$ cat config.mk
export PLATFORM = sky130hd
export DESIGN_NAME = mult_control
export DESIGN_NICKNAME = d
export VERILOG_FILES = /design/src/rtl/mult_ctrl_pkg.sv /design/src/rtl/mult_control.sv
export SDC_FILE = /design/constraint.sdc
export NUM_CORES = 1
export LEC_CHECK = 0
export BUFFER_PORTS_ARGS = -buffer_cell sky130_fd_sc_hd__clkbuf_2
export CAP_MARGIN = 20
export CORE_AREA = 2 2 39 41
export CTS_CLUSTER_SIZE = 12
export DETAILED_ROUTE_END_ITERATION = 8
export DIE_AREA = 0 0 41 43
export HOLD_SLACK_MARGIN = 0.03
export SLEW_MARGIN = 5
export SYNTH_ARGS = -nofsm -noshare
export SYNTH_HDL_FRONTEND = slang
export SYNTH_SLANG_ARGS = --single-unit
$ cat constraint.sdc
create_clock -name Clk -period 3.19 [get_ports Clk]
set_input_delay 0.638 -clock Clk [delete_from_list [all_inputs] [get_ports Clk]]
set_output_delay 0.638 -clock Clk [all_outputs]
set_load 0.05 [all_outputs]
$ cat src/rtl/mult_ctrl_pkg.sv
// Shared state encoding for the shift-and-add multiplier control FSM.
package mult_ctrl_pkg;

    localparam int unsigned STATE_W = 2;

    typedef enum logic [STATE_W-1:0] {
        S_IDLE  = 2'd0,
        S_ADDSH = 2'd1,
        S_SHIFT = 2'd2,
        S_DONE  = 2'd3
    } state_t;

endpackage

$ cat src/rtl/mult_control.sv
// Control FSM for a sequential shift-and-add multiplier (Load, Add, Shift, Done).
// Optional debug port State[1:0] when MULT_CTRL_STATE_OUT_EN is defined.
module mult_control
    import mult_ctrl_pkg::*;
(
    input  logic Clk,
    input  logic Rst,
    input  logic St,
    input  logic M,
    input  logic K,
    output logic Idle,
    output logic Load,
    output logic Ad,
    output logic Sh,
    output logic Done
`ifdef MULT_CTRL_STATE_OUT_EN
    ,
    output logic [STATE_W-1:0] State
`endif
);

    state_t state;
    state_t state_nxt;

    // State register; reset wins over any in-flight operation.
    always_ff @(posedge Clk) begin
        if (Rst) begin
            state <= S_IDLE;
        end else begin
            state <= state_nxt;
        end
    end

`ifdef MULT_CTRL_STATE_OUT_EN
    assign State = STATE_W'(state);
`endif

    // Mealy next-state and output decode; reset forces the idle indication.
    always_comb begin
        state_nxt = S_IDLE;
        Idle      = 1'b0;
        Load      = 1'b0;
        Ad        = 1'b0;
        Sh        = 1'b0;
        Done      = 1'b0;

        if (Rst) begin
            Idle = 1'b1;
        end else begin
            case (state)
                S_IDLE: begin
                    Idle = 1'b1;
                    if (St) begin
                        Load      = 1'b1;
                        state_nxt = S_ADDSH;
                    end else begin
                        state_nxt = S_IDLE;
                    end
                end
                S_ADDSH: begin
                    if (M) begin
                        Ad        = 1'b1;
                        state_nxt = S_SHIFT;
                    end else begin
                        Sh        = 1'b1;
                        state_nxt = K ? S_DONE : S_ADDSH;
                    end
                end
                S_SHIFT: begin
                    Sh        = 1'b1;
                    state_nxt = K ? S_DONE : S_ADDSH;
                end
                S_DONE: begin
                    Done      = 1'b1;
                    state_nxt = S_IDLE;
                end
                default: begin
                    state_nxt = S_IDLE;
                end
            endcase
        end
    end

endmodule

Word level (Yosys, flattened, before mapping). Index checks and enable logic that the tools add are counted.

Equal/unequal tests: 3. Multiplexer cells: 17. Reductions and logical operators: 1.

Operators by type and width (number): $mux W1 (13); $pmux W2 S4 (1); $eq A2 B2 Y1 const B (2); $mux W2 (2); $eq A2 B1 Y1 const B (1); $logic_not A2 Y1 (1); $pmux W1 S2 (1).

Register bits: 2. Output and inout port bits: 5.

Depth between registers and ports, before layout. Gate-level depths: netlist (run 1).

Word-level depth: 3. Mapped depth: 4. Mapped depth without buffers: 4.

Least setup slack after synthesis (run 1). No wires, ideal clock.

Path kind: input -> output. Start: input M. End: output Sh. Data arrival time: 1.554 ns. Data required time: 2.552 ns. Setup slack: 0.998 ns. Cell stages on the path: 2. Path buffers: 0. Cells stage by stage: nand2b_4 a21oi_1.

Longest elaborated chain between the ends: 3.

RTL lines: start, declared (line mult_control.sv:9) `input logic M,`; $mux W1 (line mult_control.sv:61) `if (M) begin`; $pmux W1 S2 (line mult_control.sv:50) `case (state)`; $mux W1 (line mult_control.sv:47) `if (Rst) begin`; end, declared (line mult_control.sv:14) `output logic Sh,`.

No other way between the ends.

Worst setup path in the final report (run 1).
Start: register state[0]. End: output Idle.

Longest elaborated chain between the ends: 3.

RTL lines: start, declared (line mult_control.sv:22) `state_t state;`; start signal, assigned (line mult_control.sv:30) `state <= state_nxt;`; $logic_not A2 Y1 (line mult_control.sv:50); $mux W1 (line mult_control.sv:50); $mux W1 (line mult_control.sv:47); end, declared (line mult_control.sv:11) `output logic Idle,`.

No other way between the ends.

==> flow_metrics.py, run 1 <==
metrics = {
    "global_route": {
        "grt_pass1_vias": 185,
        "antenna_found_initial": 0,
        "grt_use_total": 0.06693,
        "grt_pass1_wl_um": 752,
        "grt_overflow": 0,
        "grt_max_degree": 7,
    },
    "synth": {
        "synth-simple-area-share": 0.3106,
        "synth_area_leader_cell": "ha_1",
        "synth_compound_area_frac": 0.1677,
        "synth_top_area_frac": 0.2484,
        "synth-xor-area-share": 0,
        "synth.distinct_cells": 14,
        "synth.avg_cell_area_um2": 8.758,
        "syn_area_um2": 201.4,
        "synth_top_family_by_area": "simple AND/OR/NAND/NOR gates",
        "synth_edf_count": 0,
        "synth_ff_type": "dfxtp_1",
        "synthAdderAreaFrac": 0.2484,
        "ys_ff_latch": 2,
        "yosysWarnings": 0,
        "synth_mux_area_frac": 0,
        "synth_nets": 32,
        "seq_area_frac_synth": 0.1988,
        "synthTopCellsByCount": "4 x ha_1, 4 x inv_1, 2 x dfxtp_1, 2 x nand2_1, 2 x nor2b_1",
        "postSynthCellCount": 23,
        "synthArstFlopShare": 0,
        "netlist_top_cells_area": "ha_1 25%, dfxtp_1 20%, a311oi_2 7.5%",
    },
    "timing": {
        "max_freq_mhz": 492.5,
        "relSlewSlack": 0.8152,
        "min_period_ns": 2.030,
        "finalClockSkew_ns": 0.006382,
        "finalWorstSetupSlack_ns": 1.160,
        "setup_viol": 0,
        "grt_setup_unrepaired": "false",
        "min_period_over_period": 0.6365,
        "slew_viol_final": 0,
        "finalHoldViolCount": 0,
        "worst_pin_slew_ns": 0.2784,
        "setup_tns_ns": 0,
    },
    "route": {
        "dr.pass1.iters": 2,
        "first_iter_violations": 7,
        "wl_um": 432,
        "vias": 180,
        "ant_nets": 0,
        "via_per_inst": 3.529,
        "drc_errors": 0,
        "wire_per_inst_um": 8.471,
    },
    "worst_setup_path": {
        "critical_path.top_delay_family": "flip-flops",
        "worstSetupPathType": "reg -> out",
        "crit_path_start_kind": "flip-flop",
        "required_ns": 2.55,
        "crit_arrival_ns": 1.39,
        "critical-path-slowest-cell": "dfxtp_1",
        "slowest_delay_ns": 0.35,
        "ff2ff_path_depth": 4,
        "worstPathMaxFanout": 4,
        "cp_cell_sequence": "inv_1 -> ha_1 -> or2_4 -> clkbuf_2",
        "end_kind": "output port",
        "cp.depth": 4,
        "critical_path_buf_inv_count": 2,
    },
    "place": {
        "dp.cells": 48,
        "dp_worst_setup_slack_ns": 1.230,
        "port_buffers": 9,
        "place_congestion": 0.6596,
        "placed_area_um2": 266.5,
    },
    "status": {
        "status": "completed",
    },
    "cts": {
        "cts_resized": 0,
        "cts_tree": "built",
        "clkTransAtPathRegs_ns": 0.03,
        "h-tree-depth": 1,
        "cts_setup_buffers": 0,
        "hold_buffers": 0,
        "root_buffer": "clkbuf_4",
        "clock_latency_ns": 0.23,
        "cts_buffers": 3,
        "clock_sinks": 2,
        "clockBufferDepth": 2,
    },
    "layout": {
        "final_cells": 51,
        "final_area_um2": 289.0,
        "drive_above_1_share": 0.4857,
        "antennaDiodeCount": 0,
        "regMostFlops": "state",
        "area_delta_synth_final_pct": 43.48,
        "nNetsFinal": 46,
        "largestRegisters": "state (2)",
        "largest_reg_flops": 2,
    },
    "power_and_ir_drop": {
        "powerDensity_nw_per_um2": 409.7,
        "p_total_w": 0.0001184,
        "p_leak_nw": 0.1440,
        "peakVddDrop_uv": 187.7,
    },
    "floorplanning": {
        "dieHeight_um": 43,
        "die_x_um": 41,
        "core_um2": 1384,
        "rows": 14,
        "initial_utilization": 0.1456,
        "dieArea_um2": 1763,
        "io_pins": 10,
    },
    "job": {
        "cap_violations": 0,
    },
    "min_path": {
        "hold_depth": 2,
        "holdCritPathClass": "in -> reg",
    },
}
==> final cells by class <==
| type | count | area, um2 |
|---|---|---|
| fillers | 149 | 1095 |
| multi-input cells | 17 | 146.4 |
| repair buffers | 9 | 45.04 |
| flip-flops and latches | 2 | 40.04 |
| clock buffers | 3 | 22.52 |
| well taps | 16 | 20.02 |
| inverters | 4 | 15.01 |
==> power breakdown <==
| group | internal (W) | switching (W) |
|---|---|---|
| registers | 0.0000269 | 0.00000148 |
| logic | 0.0000121 | 0.0000213 |
| clock network | 0.0000416 | 0.0000151 |
==> final timing paths <==
check             slack (ns)       end     start
hold / removal          0.67  state[0]       Rst
setup reg to reg        2.04  state[0]  state[0]
setup / recovery        1.16      Idle  state[0]
hold reg to reg         0.69  state[1]  state[1]
==> layer usage <==
metal	track usage	vias up	part of all wire
li1	-	98	-
met1	0.07278	73	0.49
met2	0.08750	9	0.44
met3	0.05236	0	0.065
met4	0.04000	0	0
met5	0	-	0
==> worst reg2reg max path, stage by stage, from the launching register on <==
cell      delay [ns]
dfxtp_1         0.35
inv_1           0.08
ha_1            0.24
nor2b_1         0.15
a311oi_2        0.25
==> cells by family (layout without fill, tap and decap cells) <==
kind of cell             Yosys count  after routing
AO/OA/AOI/OAI                      4              4
adder cells (fa/ha/maj)            4              4
flip-flops                         2              2
AND/OR/NAND/NOR                    9              9
buffers and inverters              4             16
==> per-stage QoR <==
| step | utilization | hold slack [ns] |
|---|---|---|
| floorplan | - | 0.6520 |
| global placement | 0.1926 | 0.6850 |
| CTS | 0.2089 | 0.6623 |
| finish | 0.2089 | 0.6699 |
| detailed placement | 0.1926 | 0.6884 |
| global route | 0.2089 | 0.6764 |
==> cells in the final DEF (no fill, tap or decap) <==
cell type / netlist / routed
nand2b_4: 1 / 1
and3b_2: 1 / 1
or2_4: 1 / 1
dfxtp_1: 2 / 2
a311oi_2: 1 / 1
o21ai_0: 1 / 1
nand2_1: 2 / 2
a21oi_1: 1 / 1
nor2b_1: 2 / 2
inv_1: 4 / 4
a21oi_2: 1 / 1
ha_1: 4 / 4
clkbuf_4: 0 / 3
nand2b_1: 1 / 1
nor2_1: 1 / 1
clkbuf_2: 0 / 9
Power figures use the tool's default switching activity.
==> run 2: changes to the inputs <==
--- a/config.mk
+++ b/config.mk
@@ -5,6 +5,7 @@
 export SDC_FILE = /design/constraint.sdc
 export NUM_CORES = 1
 export LEC_CHECK = 0
+export ABC_AREA = 1
 export BUFFER_PORTS_ARGS = -buffer_cell sky130_fd_sc_hd__clkbuf_2
 export CAP_MARGIN = 20
 export CORE_AREA = 2 2 39 41
==> constraint.sdc (replaced) <==
create_clock -name Clk -period 1.7 [get_ports Clk]
set_input_delay 0.34 -clock Clk [delete_from_list [all_inputs] [get_ports Clk]]
set_output_delay 0.34 -clock Clk [all_outputs]
set_load 0.05 [all_outputs]
==> flow_metrics.py, run 2 <==
metrics = {
    "route": {
        "wire_per_inst_um": 7.085,
        "dr.pass1.iters": 2,
        "wl_um": 418,
        "ant_nets": 0,
        "drc_errors": 0,
        "vias": 189,
        "via_per_inst": 3.203,
        "first_iter_violations": 1,
    },
    "synth": {
        "netlist_top_cells_area": "ha_1 26%, dfxtp_1 21%, inv_1 20%",
        "synth.avg_cell_area_um2": 6.095,
        "synthArstFlopShare": 0,
        "seq_area_frac_synth": 0.2119,
        "synth_edf_count": 0,
        "synthTopCellsByCount": "10 x inv_1, 8 x nand2_1, 4 x ha_1, 4 x nor2_1",
        "synth.distinct_cells": 7,
        "postSynthCellCount": 31,
        "synth_nets": 40,
        "syn_area_um2": 188.9,
        "synth_top_area_frac": 0.2649,
        "synth_ff_type": "dfxtp_1",
        "ys_ff_latch": 2,
        "synth_area_leader_cell": "ha_1",
        "yosysWarnings": 0,
        "synth_most_common_cell": "inv_1",
    },
    "timing": {
        "finalHoldViolCount": 0,
        "relSlewSlack": 0.8168,
        "min_period_ns": 1.604,
        "setup_viol": 0,
        "finalWorstSetupSlack_ns": 0.09575,
        "finalClockSkew_ns": 0.00001497,
        "max_freq_mhz": 623.3,
        "worst_pin_slew_ns": 0.2760,
        "min_period_over_period": 0.9437,
        "slew_viol_final": 0,
        "setup_tns_ns": 0,
    },
    "worst_setup_path": {
        "critical_path_buf_inv_count": 3,
        "crit_top_cell": "inv_1",
        "regToRegEndpoint": "state[1]",
        "cp_cell_sequence": "inv_1 -> ha_1 -> nor2_2 -> inv_1 -> buf_2",
        "worstPathMaxFanout": 3,
        "crit_arrival_ns": 1.26,
        "required_ns": 1.36,
        "reg2reg_slack_ns": 0.70,
        "crit_path_start_kind": "flip-flop",
        "slowest_delay_ns": 0.35,
        "critical_path.top_delay_family": "flip-flops",
        "critical-path-slowest-cell": "dfxtp_1",
        "worstSetupPathType": "reg -> out",
        "r2r_start": "state[1]",
        "ff2ff_path_depth": 5,
        "end_kind": "output port",
    },
    "cts": {
        "cts_tree": "built",
        "clock_latency_ns": 0.22,
        "clockBufferDepth": 2,
        "cts_setup_buffers": 0,
        "root_buffer": "clkbuf_4",
        "h-tree-depth": 1,
        "cts_buffers": 3,
        "clkTransAtPathRegs_ns": 0.03,
        "clock_sinks": 2,
    },
    "global_route": {
        "grt_pass1_vias": 166,
        "grt_use_total": 0.05706,
        "grt_max_degree": 5,
        "grt_pass1_wl_um": 634,
        "antenna_found_initial": 0,
        "grt_overflow": 0,
    },
    "status": {
        "status": "completed",
    },
    "floorplanning": {
        "io_pins": 10,
        "dieArea_um2": 1763,
        "dieHeight_um": 43,
        "die_x_um": 41,
        "core_um2": 1384,
        "initial_utilization": 0.1365,
        "rows": 14,
    },
    "layout": {
        "final_common_cell": "inv_1",
        "nNetsFinal": 54,
        "nFillCells": 167,
        "antennaDiodeCount": 0,
        "final_area_um2": 291.5,
        "area_delta_synth_final_pct": 54.31,
        "regMostFlops": "state",
        "largest_reg_flops": 2,
        "largestRegisters": "state (2)",
        "final_cell_mix": "10 x inv_1, 7 x nand2_1, 7 x clkbuf_2",
        "drive_above_1_share": 0.3953,
    },
    "place": {
        "placed_area_um2": 254.0,
        "port_buffers": 9,
        "place_congestion": 0.7078,
        "dp_worst_setup_slack_ns": 0.2380,
    },
    "min_path": {
        "whs_endpoint": "state[0]",
        "min_from": "St",
        "holdCritPathClass": "in -> reg",
        "hold_depth": 3,
    },
    "power_and_ir_drop": {
        "p_leak_nw": 0.1612,
        "powerDensity_nw_per_um2": 672.9,
        "peakVddDrop_uv": 313.4,
    },
    "job": {
        "cap_violations": 0,
    },
}
[run 2: what timing repair did]
| action | CTS | global route |
|---|---|---|
| pin swaps | 0 | 1 |
| setup endpoints to repair | 1 | 2 |
| hold buffers | 0 | 0 |
| resized for setup | 1 | 7 |
| endpoints found under the hold margin | 0 | 0 |
[run 2: worst reg2reg max path, delay by kind of cell (launching register included)]
family	cells	cell delay [ns]
simple gates	3	0.31
buf+inv	1	0.07
fa+ha+maj	1	0.21
flops	1	0.35
[run 2: how the worst max path moves through the flow]
| stage | start | end | slack (ns) | cells after the start |
|---|---|---|---|---|
| floorplan | state[0] | Sh | 0.001 | 4 |
| global placement | state[0] | Sh | 0.26 | 5 |
| detailed placement | state[1] | Sh | 0.24 | 5 |
| CTS | state[0] | Idle | 0.04 | 5 |
| global route | state[1] | Idle | -0.004 | 5 |
| finish | state[1] | Idle | 0.1 | 5 |
[run 2: through the flow]
step	util	power, W	std cells	hold slack [ns]
after floorplan	-	0.00008013	31	0.4898
after global placement	0.1835	0.00009222	56	0.6317
after detailed placement	0.1835	0.00009269	56	0.6236
after CTS	0.2016	0.0002016	59	0.3953
after global routing	0.2107	0.0002148	59	0.4095
final	0.2107	0.0001962	59	0.3925
[run 2: power breakdown]
part	internal [W]	leakage, nW	switching [W]	total [W]
registers	0.0000496	0.0167	0.00000160	0.0000512
clock network	0.0000776	0.0138	0.0000242	0.000102
logic	0.0000138	0.131	0.0000293	0.0000431
[run 2: cell type report]
| cell class | count | area, um2 | area share |
|---|---|---|---|
| Multi-Input combinational cell | 19 | 118.9 | 0.4077 |
| Timing Repair Buffer | 9 | 51.30 | 0.1760 |
| Sequential cell | 2 | 41.29 | 0.1416 |
| Inverter | 10 | 37.54 | 0.1288 |
| Clock buffer | 3 | 22.52 | 0.07725 |
| Tap cell | 16 | 20.02 | 0.06867 |
[run 2: per-layer routing]
layer | global-route usage | up-vias | wire, um
met5 | 0 | - | 0
met2 | 0.05313 | 8 | 151
met4 | 0.04000 | 0 | 0
met3 | 0.04712 | 0 | 53
li1 | - | 112 | -
met1 | 0.07962 | 69 | 214
[run 2: kinds of logic after synthesis]
group / after synthesis / share of synthesized area
and+or+nand+nor: 15 / 0.3245
buffers and inverters: 10 / 0.1987
adders and majority gates: 4 / 0.2649
DFF: 2 / 0.2119
==> run 3: changes to the inputs <==
==> constraint.sdc (replaced) <==
create_clock -name Clk -period 1.4 [get_ports Clk]
set_input_delay 0.28 -clock Clk [delete_from_list [all_inputs] [get_ports Clk]]
set_output_delay 0.28 -clock Clk [all_outputs]
set_load 0.05 [all_outputs]
==> flow_metrics.py, run 3 (synthesis results as in run 2) <==
metrics = {
    "layout": {
        "final_cell_mix": "7 x buf_4, 5 x inv_1, 4 x nand2_1, 4 x clkbuf_2",
        "nFillCells": 147,
        "antennaDiodeCount": 0,
        "largest_reg_flops": 2,
        "final_common_cell": "buf_4",
        "largestRegisters": "state (2)",
        "drive_above_1_share": 0.7347,
        "nNetsFinal": 60,
        "regMostFlops": "state",
        "area_delta_synth_final_pct": 141.7,
    },
    "route": {
        "drc_errors": 0,
        "ant_nets": 0,
        "dr.pass1.iters": 2,
        "via_per_inst": 3.662,
        "wl_um": 638,
        "first_iter_violations": 2,
        "vias": 238,
        "wire_per_inst_um": 9.815,
    },
    "cts": {
        "h-tree-depth": 1,
        "cts_tree": "built",
        "clkTransAtPathRegs_ns": 0.03,
        "root_buffer": "clkbuf_4",
        "cts_buffers": 3,
        "clock_sinks": 2,
        "clockBufferDepth": 2,
        "clock_latency_ns": 0.22,
        "hold_buffers": 0,
    },
    "floorplanning": {
        "rows": 14,
        "die_x_um": 41,
        "dieArea_um2": 1763,
        "core_um2": 1384,
        "initial_utilization": 0.1365,
        "io_pins": 10,
        "dieHeight_um": 43,
    },
    "timing": {
        "max_freq_mhz": 664.9,
        "relSlewSlack": 0.9001,
        "finalClockSkew_ns": 0.001150,
        "min_period_ns": 1.504,
        "worst_pin_slew_ns": 0.1498,
        "finalHoldViolCount": 0,
        "setup_viol": 5,
        "finalWorstSetupSlack_ns": -0.1040,
        "min_period_over_period": 1.074,
        "slew_viol_final": 0,
        "setup_tns_ns": -0.1746,
        "grt_setup_unrepaired": "true",
    },
    "worst_setup_path": {
        "crit_arrival_ns": 1.22,
        "worstSetupPathType": "reg -> out",
        "slowest_delay_ns": 0.35,
        "required_ns": 1.12,
        "cp-startpoint": "state[1]",
        "reg2reg_slack_ns": -0.01,
        "worstSetupEndpoint": "Sh",
        "ff2ff_path_depth": 10,
        "crit_path_start_kind": "flip-flop",
        "regToRegEndpoint": "state[0]",
        "critical-path-slowest-cell": "dfxtp_4",
        "cp_cell_sequence": "inv_4 -> ha_4 -> inv_1 -> nand2_2 -> nand2_1 -> nor2_4 -> buf_8",
        "r2r_start": "state[0]",
        "end_kind": "output port",
        "worstPathMaxFanout": 3,
    },
    "place": {
        "dp_hpwl_um": 352.8,
        "place_congestion": 0.7113,
        "port_buffers": 9,
    },
    "power_and_ir_drop": {
        "powerDensity_nw_per_um2": 634.0,
        "p_total_w": 0.0002895,
        "p_leak_nw": 0.2213,
        "peakVddDrop_uv": 192.4,
    },
    "status": {
        "violations": "setup timing",
        "status": "complete, but fails checks",
    },
    "min_path": {
        "holdCritPathClass": "in -> reg",
    },
    "global_route": {
        "grt_max_degree": 5,
        "grt_use_total": 0.09719,
        "grt_overflow": 0,
        "grt_pass1_vias": 244,
        "antenna_found_initial": 0,
        "grt_pass1_wl_mm": 1.021,
    },
    "job": {
        "cap_violations": 0,
    },
}
run 3: layout make-up:
class	count	area [um2]	share of cell area
multi-input cells	19	181.4	0.3973
inverters	10	42.54	0.09315
clock buffers	3	22.52	0.04932
repair buffers	15	142.6	0.3123
flip-flops and latches	2	47.55	0.1041
well taps	16	20.02	0.04384
run 3: critical path: cells and delay by family, from the launching register on:
| kind | cells | cell delay (ns) |
|---|---|---|
| flip-flops | 1 | 0.35 |
| adder cells (fa/ha/maj) | 1 | 0.13 |
| AND/OR/NAND/NOR | 3 | 0.25 |
| buffers and inverters | 3 | 0.26 |
run 3: timing repair:
| item | 4_1_cts | 5_1_grt |
|---|---|---|
| endpoints found under the setup margin | 4 | 6 |
| resized for setup | 28 | 9 |
| pin swaps | 7 | 6 |
| buffers inserted | 5 | 0 |
| cloned | 0 | 0 |
run 3: routing by layer:
metal | vias to the layer above | track usage | part of all wire
li1 | 125 | - | -
met1 | 106 | 0.07029 | 0.34
met2 | 7 | 0.1688 | 0.60
met3 | 0 | 0.04712 | 0.052
met4 | 0 | 0.08000 | 0
met5 | - | 0 | 0
run 3: through the flow:
stage                     hold slack [ns]  area (um2)  std cells    util  setup slack, ns
after floorplan                    0.4298       196.4         31       -         -0.02342
after global placement             0.5506       269.0         57  0.1944          0.01362
after detailed placement           0.5529       269.0         57  0.1944         -0.01863
after CTS                          0.3107       437.9         65  0.3165          -0.1197
after global routing               0.3638       456.7         65  0.3300          -0.1555
final                              0.3382       456.7         65  0.3300          -0.1040
run 3: worst min path at each step:
stage               from  cells after the start  endpoint  slack, ns
floorplan            Rst                      3  state[1]       0.43
global placement      St                      3  state[0]       0.55
finish                St                      3  state[0]       0.34
global route           K                      5  state[1]       0.36
detailed placement    St                      3  state[0]       0.55
CTS                   St                      3  state[0]       0.31
run 3: report_power, final:
| group | internal (W) | total [W] | switching (W) |
|---|---|---|---|
| registers | 0.0000578 | 0.0000623 | 0.00000453 |
| clock network | 0.0000945 | 0.000127 | 0.0000325 |
| logic | 0.0000484 | 0.000100 | 0.0000519 |
